$ cat src/rtl/hamming_pkg.sv
// Shared types and bit map for the SECDED Hamming(8,4) control path.
// Word order on the switches and datapath: {g0,w3,w2,w1,p2,w0,p1,p0}.
package hamming_pkg;

  typedef enum logic [1:0] {IDLE, CHECK, CORRECT, DONE} estado_t;
  typedef enum logic [1:0] {SIN_ERROR, ERR_SIMPLE, ERR_DOBLE, ERR_TIMEOUT} clase_error_t;

  localparam int BIT_P0 = 0;
  localparam int BIT_P1 = 1;
  localparam int BIT_W0 = 2;
  localparam int BIT_P2 = 3;
  localparam int BIT_W1 = 4;
  localparam int BIT_W2 = 5;
  localparam int BIT_W3 = 6;
  localparam int BIT_G0 = 7;

  function automatic logic [3:0] extraer_dato(input logic [7:0] w);
    return {w[BIT_W0], w[BIT_W1], w[BIT_W2], w[BIT_W3]};
  endfunction

endpackage

$ cat src/rtl/control_hamming_sincronizador.sv
// Button front end: 2-flop synchronizer, optional debounce, rising-edge pulse.
// Debounce is built only when CONTROL_HAMMING_DEBOUNCE_EN is defined.
module sincronizador_boton #(
  parameter int DEBOUNCE_CYCLES = 250000
) (
  input  logic clk,
  input  logic rst_n,
  input  logic btn_i,
  output logic cargar_pulso_o
);

  logic [1:0] sync_q;
  logic       prev_q;
  logic       nivel;

  // Chain resets to "pressed" so a button held across reset never fires a load.
  always_ff @(posedge clk or negedge rst_n) begin
    if (!rst_n) sync_q <= 2'b11;
    else        sync_q <= {sync_q[0], btn_i};
  end

`ifdef CONTROL_HAMMING_DEBOUNCE_EN
  localparam int DBW = (DEBOUNCE_CYCLES > 1) ? $clog2(DEBOUNCE_CYCLES + 1) : 1;

  logic [DBW-1:0] db_cnt_q;
  logic           estable_q;

  always_ff @(posedge clk or negedge rst_n) begin
    if (!rst_n) begin
      db_cnt_q  <= '0;
      estable_q <= 1'b1;
    end else if (sync_q[1] == estable_q) begin
      db_cnt_q <= '0;
    end else if (db_cnt_q == DBW'(DEBOUNCE_CYCLES - 1)) begin
      estable_q <= sync_q[1];
      db_cnt_q  <= '0;
    end else begin
      db_cnt_q <= db_cnt_q + 1'b1;
    end
  end

  assign nivel = estable_q;
`else
  assign nivel = sync_q[1];
`endif

  always_ff @(posedge clk or negedge rst_n) begin
    if (!rst_n) prev_q <= 1'b1;
    else        prev_q <= nivel;
  end

  assign cargar_pulso_o = nivel & ~prev_q;

endmodule

$ cat src/rtl/control_hamming.sv
// Sequencer for the Hamming(8,4) syndrome datapath: load, req/ack, classify, correct, hold.
// Optional button debounce via CONTROL_HAMMING_DEBOUNCE_EN.
module control_hamming
  import hamming_pkg::*;
#(
  parameter int TIMEOUT         = 16,
  parameter int DEBOUNCE_CYCLES = 250000
) (
  input  logic         clk,
  input  logic         rst_n,
  input  logic         btn_cargar,
  input  logic [3:0]   conmutador_4,
  input  logic [7:0]   conmutador_8,
  output logic [7:0]   dp_palabra,
  output logic         dp_req,
  input  logic         dp_ack,
  input  logic [3:0]   dp_sindrome,
  output logic [7:0]   palabra_corregida,
  output logic [3:0]   dato_corregido,
  output clase_error_t clase_error,
  output logic [2:0]   posicion_error,
  output logic         coincide,
  output logic         resultado_valido,
  output logic         ocupado
);

  localparam int CW = $clog2(TIMEOUT + 1);

  logic         cargar_pulso;
  estado_t      estado_q;
  logic [3:0]   ref_q;
  logic [7:0]   rx_q;
  logic [3:0]   sind_q;
  logic [CW-1:0] cnt_q;
  logic         req_q, valid_q, ocup_q, coinc_q;
  logic [7:0]   corr_q;
  logic [3:0]   dato_q;
  logic [2:0]   pos_q;
  clase_error_t clase_q;

  logic [7:0]   corr_d;
  logic [3:0]   dato_d;
  logic [2:0]   pos_d;
  clase_error_t clase_d;
  logic         coinc_d;
  logic [2:0]   s;
  logic         g;

  sincronizador_boton #(.DEBOUNCE_CYCLES(DEBOUNCE_CYCLES)) u_sinc (
    .clk            (clk),
    .rst_n          (rst_n),
    .btn_i          (btn_cargar),
    .cargar_pulso_o (cargar_pulso)
  );

  // Syndrome position s maps to bit s-1; a lone g0 flag means the parity bit itself flipped.
  always_comb begin
    s       = sind_q[2:0];
    g       = sind_q[3];
    corr_d  = rx_q;
    pos_d   = 3'd0;
    clase_d = SIN_ERROR;
    if (g) begin
      clase_d = ERR_SIMPLE;
      if (s != 3'd0) begin
        corr_d = rx_q ^ (8'd1 << (s - 3'd1));
        pos_d  = s;
      end else begin
        corr_d = rx_q ^ (8'd1 << BIT_G0);
      end
    end else if (s != 3'd0) begin
      clase_d = ERR_DOBLE;
    end
    dato_d  = extraer_dato(corr_d);
    coinc_d = (clase_d != ERR_DOBLE) && (dato_d == ref_q);
  end

  always_ff @(posedge clk or negedge rst_n) begin
    if (!rst_n) begin
      estado_q <= IDLE;
      ref_q    <= '0;
      rx_q     <= '0;
      sind_q   <= '0;
      cnt_q    <= '0;
      req_q    <= 1'b0;
      valid_q  <= 1'b0;
      ocup_q   <= 1'b0;
      corr_q   <= '0;
      dato_q   <= '0;
      pos_q    <= '0;
      clase_q  <= SIN_ERROR;
      coinc_q  <= 1'b0;
    end else begin
      valid_q <= 1'b0;
      case (estado_q)
        IDLE, DONE: begin
          if (cargar_pulso) begin
            ref_q    <= conmutador_4;
            rx_q     <= conmutador_8;
            cnt_q    <= '0;
            req_q    <= 1'b1;
            ocup_q   <= 1'b1;
            corr_q   <= '0;
            dato_q   <= '0;
            pos_q    <= '0;
            clase_q  <= SIN_ERROR;
            coinc_q  <= 1'b0;
            estado_q <= CHECK;
          end
        end
        CHECK: begin
          if (dp_ack && req_q) begin
            sind_q   <= dp_sindrome;
            req_q    <= 1'b0;
            estado_q <= CORRECT;
          end else if (cnt_q == CW'(TIMEOUT - 1)) begin
            req_q    <= 1'b0;
            ocup_q   <= 1'b0;
            valid_q  <= 1'b1;
            corr_q   <= rx_q;
            dato_q   <= extraer_dato(rx_q);
            pos_q    <= '0;
            clase_q  <= ERR_TIMEOUT;
            coinc_q  <= 1'b0;
            estado_q <= DONE;
          end else if (cnt_q != CW'(TIMEOUT)) begin
            cnt_q <= cnt_q + 1'b1;
          end
        end
        CORRECT: begin
          ocup_q   <= 1'b0;
          valid_q  <= 1'b1;
          corr_q   <= corr_d;
          dato_q   <= dato_d;
          pos_q    <= pos_d;
          clase_q  <= clase_d;
          coinc_q  <= coinc_d;
          estado_q <= DONE;
        end
        default: estado_q <= IDLE;
      endcase
    end
  end

  assign dp_palabra        = rx_q;
  assign dp_req            = req_q;
  assign palabra_corregida = corr_q;
  assign dato_corregido    = dato_q;
  assign clase_error       = clase_q;
  assign posicion_error    = pos_q;
  assign coincide          = coinc_q;
  assign resultado_valido  = valid_q;
  assign ocupado           = ocup_q;

endmodule

$ cat config.mk
export PLATFORM = sky130hd
export DESIGN_NAME = control_hamming
export DESIGN_NICKNAME = d
export VERILOG_FILES = /design/src/rtl/hamming_pkg.sv /design/src/rtl/control_hamming_sincronizador.sv /design/src/rtl/control_hamming.sv
export SDC_FILE = /design/constraint.sdc
export NUM_CORES = 1
export LEC_CHECK = 0
export CAP_MARGIN = 20
export CORE_MARGIN = 3
export CORE_UTILIZATION = 45
export DETAILED_ROUTE_END_ITERATION = 7
export GPL_TIMING_DRIVEN = 0
export PLACE_DENSITY = 0.83
export SYNTH_ARGS = -nofsm -noshare
export SYNTH_HDL_FRONTEND = slang
export SYNTH_SLANG_ARGS = --single-unit
$ cat constraint.sdc
create_clock -name clk -period 1.95 [get_ports clk]
set_clock_uncertainty 0.15 [all_clocks]
set_input_delay 0.2925 -clock clk [delete_from_list [all_inputs] [get_ports clk]]
set_output_delay 0.2925 -clock clk [all_outputs]
set_load 0.03 [all_outputs]
==> run metrics <==
status=completed; DIE WIDTH=about 76 µm; Final Cycle Share=0.999; Gate Count Post-Synth=197; Slowest-stage cell, CP=dfrtp_1; clk buf depth=2; Via density=between 5 and 6; Area Overhead vs Synth=40.4%; Seq/Total Area, Yosys=0.488; Finished Core Util=0.685; Clock Tree Root=clkbuf_8; 1st-iter DRT viols=96; Synth Area in Adders=0.0452; RSZ-0062 raised after global routing=true; antenna-violating nets left=0; complex-gate fraction of the synthesized area=0.132; IO Pins=roughly 50; Rel. slew slack=0.710; kind of end point of the critical path=flop; crit path kind=reg -> reg; Max Cap Violations=0; ranking of synthesized cells by area=dfrtp_1 (45%), mux2_2 (8.1%), ha_1 (4.5%), dfstp_2 (3.6%), xnor2_1 (3.6%); initial antenna violation count=0; post-synth top area cell=dfrtp_1; Slew Limit Fails=0; Clock Sinks=43; PD cells=around 1800 mW/mm²; top-area cell type share of the netlist area=0.452; H-tree levels=2; FF+latch count, synth=43; DRT Wirelength=slightly above 5000 µm; port bufs=48; Pre-antenna DRT Iters=4; Rows=24; asr flop ratio synth=1.00; gr usage total=0.174; multiplexer area fraction after synthesis=0.0904; Pwr Total=between 0.005 and 0.006 W; Synthesis Warnings=0; WP data required=1.99 ns; CTS tree=built; first-pass GRT wire length=8080 µm; via count=about 1800; number of global-route vias before repair=between 1500 and 2000; worst-margin pin slew=0.434 ns; full die area=around 0.0058 mm²; most frequent cell after synthesis=dfrtp_1; delay of the slowest critical-path stage=around 0.46 ns; startpoint types=flop; Synth Area in XOR/XNOR=0.0616; DP Wirelength=3500 µm; fin crit period=1.95 ns; main combinational cell family by area after synthesis=compound AO/OA/AOI/OAI gates; Final Hold Viols=0; Max Fclk=513 MHz; CP Max Fanout=5; Setup-failing EPs final=0; CP arrival=between 1.5 and 2 ns; syn avg cell area=between 10 and 15 µm²; hold depth=0; CTS buffer count=5; Antenna diodes=0; Clock Latency Late Sink=0.30 ns; pin count of the biggest net entering global routing=27; GPL Wtd Cong=roughly 0.87; fin nets=293; number of synthesized flops with an enable pin=0; Overflow after GRT=0; Post-Syn Area=around 0.0022 mm²; R2R depth=6; syn_nets=225; Cell variety after synth=40; layout cell share with drive strength beyond 1=0.274; routed length per instance=between 15 and 20 µm; top_reg_cell synth=dfrtp_1; hold crit path type=reg -> reg; DRC viols=0; post-synthesis simple-gate area fraction=0.127; CTS clk-pin slew, worst paths=approximately 0.08 ns; Cell Chain, Critical Path=inv_1, ha_4, and4bb_1, xor2_2, xnor2_1, a32o_1; Synth top cells by count=dfrtp_1 (40), nand2_1 (20), mux2_2 (16); leakage=around 1.3 nW; Starting Density=0.488; core outline area=0.00453 mm²; peak supply drop=just under 0.001 V; DIE HEIGHT=76.1 µm
==> timing repair <==
item	4_1_cts	5_1_grt
hold buffers	1	0
hold endpoints to repair	17	0
endpoints found under the setup margin	17	34
resized for setup	10	25
buffers inserted	7	3
pin swaps	5	4
gates cloned	0	1
==> registers in the layout, summed over array words and instances (netlist names) <==
| name | cells |
|---|---|
| u_sinc.sync_q | 2 |
| dp_req | 1 |
| resultado_valido | 1 |
| dp_palabra | 8 |
| estado_q | 2 |
| clase_error | 2 |
| u_sinc.prev_q | 1 |
| ocupado | 1 |
| sind_q | 4 |
| coincide | 1 |
| posicion_error | 3 |
| palabra_corregida | 8 |
| ref_q | 4 |
| cnt_q | 5 |
==> cell families after synthesis <==
group,count (synthesis)
adder cells (fa/ha/maj),8
flip-flops,43
XOR/XNOR,13
multiplexers,18
AND/OR/NAND/NOR,49
AO/OA/AOI/OAI,43
buffers and inverters,23
==> layout by cell type, fill, tap and decap left out, types with 3 or more instances in the layout <==
cell,n
dfrtp_1,40
nor2_1,4
clkbuf_1,3
nand2_1,20
o21ai_0,10
inv_1,9
xnor2_1,8
nand4_1,3
a22oi_1,4
clkdlybuf4s50_1,46
clkbuf_8,5
nand2b_1,3
mux2_2,16
a21oi_1,7
ha_1,5
o21ai_1,5
buf_6,4
buf_4,15
buf_2,3
dfstp_2,3
nand4b_1,3
o2bb2ai_1,3
nand3_1,4
clkbuf_4,3
==> area by class of cell <==
cell class / instances / area, µm²
plain buffers: 14 / 111
clock buffers: 7 / 76.3
clock inverters: 1 / 5.00
fillers: 331 / 1430
inverters: 9 / 33.8
multi-input cells: 131 / 1130
flip-flops and latches: 43 / 1080
well taps: 65 / 81.3
repair buffers: 61 / 591
==> path summary, 6_finish.rpt <==
check | slack (ns) | start | end
max in group asynchronous | 0.79 | rst_n | u_sinc.prev_q
max reg2reg | 0.002 | sind_q[2] | coincide
min in group asynchronous | 0.31 | rst_n | sind_q[1]
min | 0.21 | u_sinc.sync_q[0] | u_sinc.sync_q[1]
max | 0.002 | sind_q[2] | coincide
min reg2reg | 0.21 | u_sinc.sync_q[0] | u_sinc.sync_q[1]
==> worst max-delay path, delay by kind of cell (launching register included) <==
family | cells | cell delay [ns]
flops | 1 | 0.46
simple gates | 1 | 0.30
xor+xnor | 2 | 0.28
fa+ha+maj | 1 | 0.27
compound gates | 1 | 0.25
buf+inv | 1 | 0.14
==> through the flow <==
stage	worst slack, ns	hold WS (ns)	TNS [ns]	instances	area [µm²]
final	0.00209	0.207	0	331	3110
after global routing	-0.0855	0.221	-0.199	331	3110
after CTS	0.00705	0.208	0	327	2990
after detailed placement	-0.215	0.101	-2.60	311	2790
after global placement	-0.628	0.198	-27.75	310	2780
after floorplan	0.0259	-0.153	0	197	2220
==> power by group <==
group,leakage (nW),switching (W),internal [W]
Sequential,0.533,0.000329,0.00126
Clock,0.0422,0.000295,0.000251
Combinational,0.733,0.00190,0.00167
==> routing by layer <==
metal / up-vias / track usage / share of wire
met5: - / 0 / 0
met4: 0 / 0.0833 / 0.015
met3: 7 / 0.0461 / 0.054
met2: 58 / 0.270 / 0.49
met1: 858 / 0.226 / 0.44
li1: 829 / - / -
(Power assumes the default switching activity.)
